`src/rtl/gate_check_ctrl_if.sv`:
```
// Bundle between the gate self-test sequencer and its environment.
// Ports: start/op launch a run; dut_a/dut_b/dut_out connect the gate under test;
//        vec_idx/busy/done/pass/err_count/fail_vec report progress and results.
interface gate_check_ctrl_if;
  logic       start;
  logic [2:0] op;
  logic       dut_out;
  logic       dut_a;
  logic       dut_b;
  logic [1:0] vec_idx;
  logic       busy;
  logic       done;
  logic       pass;
  logic [2:0] err_count;
  logic [3:0] fail_vec;

  // master: the sequencer itself
  modport master (
    input  start, op, dut_out,
    output dut_a, dut_b, vec_idx, busy, done, pass, err_count, fail_vec
  );

  // slave: whoever launches runs, hosts the gate and reads results
  modport slave (
    output start, op, dut_out,
    input  dut_a, dut_b, vec_idx, busy, done, pass, err_count, fail_vec
  );
endinterface

```
`src/rtl/gate_check_ctrl.sv`:
```
// Purpose: drives vectors 00,01,11,10 into a two-input gate, checks its output against op's truth table.
// Latency: done pulses 4*HOLD_CYCLES+1 cycles after the start edge (1 cycle for an illegal op).
// Backpressure: none; start is sampled only in IDLE and dropped otherwise (never queued).
// Ports: clk, rst_n (async active-low); bus (master modport) carries start/op, the gate
//        pins dut_a/dut_b/dut_out, and status vec_idx/busy/done/pass/err_count/fail_vec.
module gate_check_ctrl #(
  parameter int HOLD_CYCLES = 10
) (
  input  logic               clk,
  input  logic               rst_n,
  gate_check_ctrl_if.master  bus
);

  typedef enum logic [1:0] {IDLE, DRIVE, REPORT} state_t;

  state_t     state, state_n;
  logic [1:0] idx, idx_n;
  logic [7:0] cnt, cnt_n;
  logic [2:0] op_q, op_n;
  logic [2:0] err, err_n;
  logic [3:0] fail, fail_n;
  logic       pass, pass_n;
  logic       busy, busy_n;
  logic       done, done_n;

  logic       vec_a, vec_b, expect_out;

  // Vector order 00,01,11,10 is a Gray sequence: a = idx[1], b = idx[1]^idx[0].
  assign vec_a = idx[1];
  assign vec_b = idx[1] ^ idx[0];

  always_comb begin
    expect_out = 1'b0;
    case (op_q)
      3'd0:    expect_out =   vec_a & vec_b;
      3'd1:    expect_out =   vec_a | vec_b;
      3'd2:    expect_out = ~(vec_a & vec_b);
      3'd3:    expect_out = ~(vec_a | vec_b);
      3'd4:    expect_out =   vec_a ^ vec_b;
      3'd5:    expect_out = ~(vec_a ^ vec_b);
      default: expect_out = 1'b0;
    endcase
  end

  always_comb begin
    state_n = state;
    idx_n   = idx;
    cnt_n   = cnt;
    op_n    = op_q;
    err_n   = err;
    fail_n  = fail;
    pass_n  = pass;
    busy_n  = busy;
    done_n  = 1'b0;
    case (state)
      IDLE: begin
        if (bus.start) begin
          op_n   = bus.op;
          idx_n  = 2'd0;
          cnt_n  = 8'd0;
          pass_n = 1'b0;
          if (bus.op <= 3'd5) begin
            err_n   = 3'd0;
            fail_n  = 4'b0000;
            busy_n  = 1'b1;
            state_n = DRIVE;
          end else begin
            // Illegal function: report total failure without driving anything.
            err_n   = 3'd4;
            fail_n  = 4'b1111;
            done_n  = 1'b1;
            state_n = REPORT;
          end
        end
      end
      DRIVE: begin
        if (cnt == 8'(HOLD_CYCLES - 1)) begin
          if (bus.dut_out != expect_out) begin
            fail_n[idx] = 1'b1;
            err_n       = err + 3'd1;
          end
          cnt_n = 8'd0;
          if (idx == 2'd3) begin
            // pass must already reflect the idx3 compare during the done cycle.
            pass_n  = (err_n == 3'd0);
            busy_n  = 1'b0;
            done_n  = 1'b1;
            idx_n   = 2'd0;
            state_n = REPORT;
          end else begin
            idx_n = idx + 2'd1;
          end
        end else begin
          cnt_n = cnt + 8'd1;
        end
      end
      REPORT: begin
        state_n = IDLE;
      end
      default: begin
        state_n = IDLE;
      end
    endcase
  end

  always_ff @(posedge clk or negedge rst_n) begin
    if (!rst_n) begin
      state <= IDLE;
      idx   <= 2'd0;
      cnt   <= 8'd0;
      op_q  <= 3'd0;
      err   <= 3'd0;
      fail  <= 4'b0000;
      pass  <= 1'b0;
      busy  <= 1'b0;
      done  <= 1'b0;
    end else begin
      state <= state_n;
      idx   <= idx_n;
      cnt   <= cnt_n;
      op_q  <= op_n;
      err   <= err_n;
      fail  <= fail_n;
      pass  <= pass_n;
      busy  <= busy_n;
      done  <= done_n;
    end
  end

  // Gate pins decode only from registered state, so they never depend on dut_out.
  assign bus.dut_a     = (state == DRIVE) & vec_a;
  assign bus.dut_b     = (state == DRIVE) & vec_b;
  assign bus.vec_idx   = idx;
  assign bus.busy      = busy;
  assign bus.done      = done;
  assign bus.pass      = pass;
  assign bus.err_count = err;
  assign bus.fail_vec  = fail;

endmodule
```
`src/flat_wrapper.sv`:
```
// flat-port wrapper written by rule: the top's interface ports become plain ports
module gate_check_ctrl_flat 
#(
  parameter int HOLD_CYCLES = 10
)
  (clk, rst_n, bus_start, bus_op, bus_dut_out, bus_dut_a, bus_dut_b, bus_vec_idx, bus_busy, bus_done, bus_pass, bus_err_count, bus_fail_vec);
  gate_check_ctrl_if bus_i ();
  input  logic clk;
  input  logic rst_n;
  input wire logic [$bits(bus_i.start)-1:0] bus_start;
  input wire logic [$bits(bus_i.op)-1:0] bus_op;
  input wire logic [$bits(bus_i.dut_out)-1:0] bus_dut_out;
  output wire logic [$bits(bus_i.dut_a)-1:0] bus_dut_a;
  output wire logic [$bits(bus_i.dut_b)-1:0] bus_dut_b;
  output wire logic [$bits(bus_i.vec_idx)-1:0] bus_vec_idx;
  output wire logic [$bits(bus_i.busy)-1:0] bus_busy;
  output wire logic [$bits(bus_i.done)-1:0] bus_done;
  output wire logic [$bits(bus_i.pass)-1:0] bus_pass;
  output wire logic [$bits(bus_i.err_count)-1:0] bus_err_count;
  output wire logic [$bits(bus_i.fail_vec)-1:0] bus_fail_vec;
  assign bus_i.start = bus_start;
  assign bus_i.op = bus_op;
  assign bus_i.dut_out = bus_dut_out;
  assign bus_dut_a = bus_i.dut_a;
  assign bus_dut_b = bus_i.dut_b;
  assign bus_vec_idx = bus_i.vec_idx;
  assign bus_busy = bus_i.busy;
  assign bus_done = bus_i.done;
  assign bus_pass = bus_i.pass;
  assign bus_err_count = bus_i.err_count;
  assign bus_fail_vec = bus_i.fail_vec;
  gate_check_ctrl #(.HOLD_CYCLES(HOLD_CYCLES)) u_core (.clk(clk), .rst_n(rst_n), .bus(bus_i));
endmodule
```
`config.mk`:
```
export PLATFORM = sky130hd
export DESIGN_NAME = gate_check_ctrl_flat
export DESIGN_NICKNAME = d
export VERILOG_FILES = /design/src/rtl/gate_check_ctrl_if.sv /design/src/rtl/gate_check_ctrl.sv /design/src/flat_wrapper.sv
export SDC_FILE = /design/constraint.sdc
export NUM_CORES = 1
export LEC_CHECK = 0
export CORE_MARGIN = 8
export CORE_UTILIZATION = 55
export CTS_CLUSTER_DIAMETER = 200
export DETAILED_ROUTE_END_ITERATION = 6
export DONT_BUFFER_PORTS = 1
export PLACE_DENSITY = 0.73
export RECOVER_POWER = 50
export SLEW_MARGIN = 25
export SYNTH_ARGS = -nofsm -noshare
export SYNTH_HDL_FRONTEND = slang
export SYNTH_SLANG_ARGS = --single-unit
```
`constraint.sdc`:
```
create_clock -name clk -period 2.85 [get_ports clk]
set_input_delay 0.57 -clock clk [delete_from_list [all_inputs] [get_ports clk]]
set_output_delay 0.57 -clock clk [all_outputs]
set_load 0.02 [all_outputs]
```
==> results_dict.tcl <==
set metrics [dict create \
    global_route.usage.met3 0.0242 \
    cap_viol_max_count 0 \
    synth_nets 183 \
    setup_viol 0 \
    drc 0 \
    crit_required_ns 3.06 \
    hold_viol_final 0 \
    max_stage_delay_ns 0.42 \
    final_area_mm2 0.00158 \
    synth.cell_area_mm2 0.00152 \
    die_width_um 68.6 \
    fin_skew_ns 0.0127 \
    met1_usage 0.182 \
    total_inserted_antenna_cells 0 \
    path_buf_inv 1 \
    first_pass_iters 4 \
    count_of_vias_placed_by_the_detailed_router 1237 \
    syn_area_per_cell_um2 9.04 \
    floorplan.initialDensity 0.565 \
    grt_busiest_layer "met2" \
    yosys_most_used_dff "sky130_fd_sc_hd__dfrtp_1" \
    finalHoldWorstSlack_ns 0.334 \
    post_synth_num_cell_types 38 \
    number_of_global_route_vias_before_repair 1229 \
    worst_pin_slew_ns 1.36 \
    post-route-period-util 0.847 \
    global_route.usage.met2 0.269 \
    hpwl_mm 2.51 \
    cell_depth_of_the_worst_min_delay_path 2 \
    tritoncts "built" \
    finalMaxSlewViolations 0 \
    max_freq_mhz 414 \
    detail_route.wirelength_mm 3.30 \
    synth.yosys.warnings 0 \
    syn-instance-count 168 \
    tns_ns 0 \
    clk_path_buf_depth 2 \
    outcome "complete, no violations" \
    critical_path_arrival_ns 2.63 \
    grt_setup_unrepaired "no" \
    tritoncts.num_buffers 3 \
    worstSetupStartpointType "flip-flop" \
    count_of_antenna_violating_nets_left_after_detailed_routing 0 \
    htreeDepth 1 \
    place_area_mm2 0.00155 \
    die_h_um 68.6 \
    synth_edf_count 0 \
    area_grow_syn2layout_pct 4.12 \
    power-per-cell-area_mw_per_mm2 942 \
    worst_skew_pair.late_latency_ns 0.32 \
    worst_ir_drop_vdd_uv 507 \
    fp.dieArea_mm2 0.00470 \
    grt_antenna_before_repair 0 \
    max-slew-margin-rel 0.0937 \
    period_needed_ns 2.41 \
    floorplan.core_area_mm2 0.00269 \
    synth-seq-area-share 0.412 \
    cts.reportedPaths.clkPinSlew_ns 0.15 \
    globalRouteTotalUtil 0.152 \
    synth-seq-cells 25 \
    numPortBuffers 0 \
    drive_above_1_share 0.0994 \
    num_rows 19 \
    timing.critical_path.slowest_stage_cell "sky130_fd_sc_hd__xor3_1" \
    cts_setup_buffers 0 \
    min-delay-path-class "in2reg" \
    crit_fanout 9 \
    worst_setup_path_end_kind "flip-flop" \
    r2r_depth 7 \
    cp_cell_sequence "inv_1, ha_1, xor3_1, nand3b_1, and3b_1, mux2i_1, mux2_1" \
    routabilityCongestion 0.842 \
    path_class "reg2reg" \
    grt_first_pass_wirelength_mm 5.57 \
    p_leak_nw 0.698 \
    grt_remaining_overflow 0 \
    synth-async-reset-ratio 1.00 \
    drt_first_iter_violations 81 \
    grt_max_degree 26 \
    crit_family "multiplexers" \
    vias_per_cell 6.12 \
    cts-resized-gates 0 \
    path_depth 7 \
    fin_nets 187 \
    detail_routed_net_length_per_standard_cell_um 16.3 \
    clockRootBuffer "sky130_fd_sc_hd__clkbuf_4" \
    clock_sinks 25 \
    floorplan.io_pins 21 \
]
## through the flow
stage | util | setup WS, ns | std cells | power [mW]
final | 0.589 | 0.435 | 202 | 1.49
after global routing | 0.589 | 0.290 | 202 | 1.60
after CTS | 0.595 | 0.437 | 202 | 1.50
after detailed placement | 0.577 | 0.461 | 197 | 1.33
after global placement | 0.577 | 0.583 | 197 | 1.29
after floorplan | - | 0.495 | 168 | 1.20
## path summary, 6_finish.rpt
| kind | start | end | slack [ns] |
|---|---|---|---|
| setup reg to reg | u_core.bus.vec_idx[0] | u_core.bus.err_count[2] | 0.44 |
| min in group asynchronous | rst_n | u_core.cnt[0] | 0.52 |
| hold / removal | bus_op[1] | u_core.op_q[1] | 0.33 |
| hold reg to reg | u_core.cnt[7] | u_core.cnt[7] | 0.52 |
| max in group asynchronous | rst_n | u_core.bus.fail_vec[1] | 1.53 |
| setup / recovery | u_core.bus.vec_idx[0] | u_core.bus.err_count[2] | 0.44 |
## power by group
part	total (mW)	switching, mW	internal [mW]
Combinational	0.722	0.418	0.304
Sequential	0.607	0.152	0.455
Clock	0.161	0.108	0.0526
Total	1.49	0.679	0.811
## cell usage in the layout, fill, tap and decap left out, types with 2 or more instances in the layout
| cell | n |
|---|---|
| sky130_fd_sc_hd__o31ai_1 | 2 |
| sky130_fd_sc_hd__nand3b_1 | 2 |
| sky130_fd_sc_hd__o21bai_1 | 3 |
| sky130_fd_sc_hd__a21oi_1 | 6 |
| sky130_fd_sc_hd__nand4_1 | 3 |
| sky130_fd_sc_hd__mux2i_1 | 3 |
| sky130_fd_sc_hd__inv_1 | 6 |
| sky130_fd_sc_hd__nor3_1 | 2 |
| sky130_fd_sc_hd__clkbuf_4 | 3 |
| sky130_fd_sc_hd__nand3_1 | 7 |
| sky130_fd_sc_hd__nand2b_1 | 3 |
| sky130_fd_sc_hd__o21ai_0 | 17 |
| sky130_fd_sc_hd__nand2_1 | 36 |
| sky130_fd_sc_hd__ha_1 | 8 |
| sky130_fd_sc_hd__nor2_1 | 13 |
| sky130_fd_sc_hd__and3_1 | 3 |
| sky130_fd_sc_hd__buf_4 | 2 |
| sky130_fd_sc_hd__dfrtp_1 | 25 |
| sky130_fd_sc_hd__mux2_2 | 5 |
## area by class of cell
type,instances,area [um^2]
clock buffer,3,22.5
clock inverter,1,5.00
fill,244,1100
inverter,6,22.5
multi-input combinational,133,848
sequential,25,626
tap,31,38.8
timing repair buffer,3,18.8
## metal layers
metal	vias to the layer above	wire, um
met5	-	0
met4	0	51
met3	8	156
met2	31	1650
met1	611	1440
li1	587	-
## sequential cells by signal, indices dropped and copies added, names as in the netlist
name	cells
u_core.cnt	8
u_core.bus.fail_vec	4
u_core.bus.err_count	3
u_core.op_q	3
u_core.bus.vec_idx	2
u_core.state	2
u_core.bus.busy	1
u_core.bus.done	1
u_core.bus.pass	1
## cells by family after synthesis
group / count (synthesis) / share of synthesized area
AND/OR/NAND/NOR: 79 / 0.265
AO/OA/AOI/OAI: 33 / 0.126
flip-flops: 25 / 0.412
buffers and inverters: 10 / 0.0297
multiplexers: 10 / 0.0741
adder cells (fa/ha/maj): 8 / 0.0659
XOR/XNOR: 3 / 0.0272
## synthesized netlist by cell type (2+ instances only)
| master | instances | area share |
|---|---|---|
| sky130_fd_sc_hd__mux2i_1 | 3 | 0.020 |
| sky130_fd_sc_hd__and2_1 | 2 | 0.0082 |
| sky130_fd_sc_hd__mux2_2 | 5 | 0.037 |
| sky130_fd_sc_hd__nor3_1 | 2 | 0.0066 |
| sky130_fd_sc_hd__nand2_1 | 36 | 0.089 |
| sky130_fd_sc_hd__inv_1 | 6 | 0.015 |
| sky130_fd_sc_hd__clkbuf_1 | 3 | 0.0074 |
| sky130_fd_sc_hd__nand4_1 | 3 | 0.012 |
| sky130_fd_sc_hd__and3_1 | 3 | 0.012 |
| sky130_fd_sc_hd__o21bai_1 | 3 | 0.015 |
| sky130_fd_sc_hd__a21oi_1 | 6 | 0.020 |
| sky130_fd_sc_hd__o21ai_0 | 17 | 0.056 |
| sky130_fd_sc_hd__dfrtp_1 | 25 | 0.41 |
| sky130_fd_sc_hd__ha_1 | 8 | 0.066 |
| sky130_fd_sc_hd__nand3b_1 | 2 | 0.0099 |
| sky130_fd_sc_hd__o31ai_1 | 2 | 0.0099 |
| sky130_fd_sc_hd__nand2b_1 | 3 | 0.012 |
| sky130_fd_sc_hd__nor2_1 | 13 | 0.032 |
| sky130_fd_sc_hd__nand3_1 | 7 | 0.023 |
## repair_timing
| item | 4_1_cts | 5_1_grt |
|---|---|---|
| endpoints found under the setup margin | 0 | 0 |
| hold buffers | 1 | 0 |
| endpoints found under the hold margin | 25 | 0 |
## worst register-to-register path: stages, from the launching register on
cell	delay [ns]
sky130_fd_sc_hd__dfrtp_1	0.37
sky130_fd_sc_hd__inv_1	0.10
sky130_fd_sc_hd__ha_1	0.35
sky130_fd_sc_hd__xor3_1	0.42
sky130_fd_sc_hd__nand3b_1	0.09
sky130_fd_sc_hd__and3b_1	0.41
sky130_fd_sc_hd__mux2i_1	0.25
sky130_fd_sc_hd__mux2_1	0.33
Power figures use the tool's default switching activity.
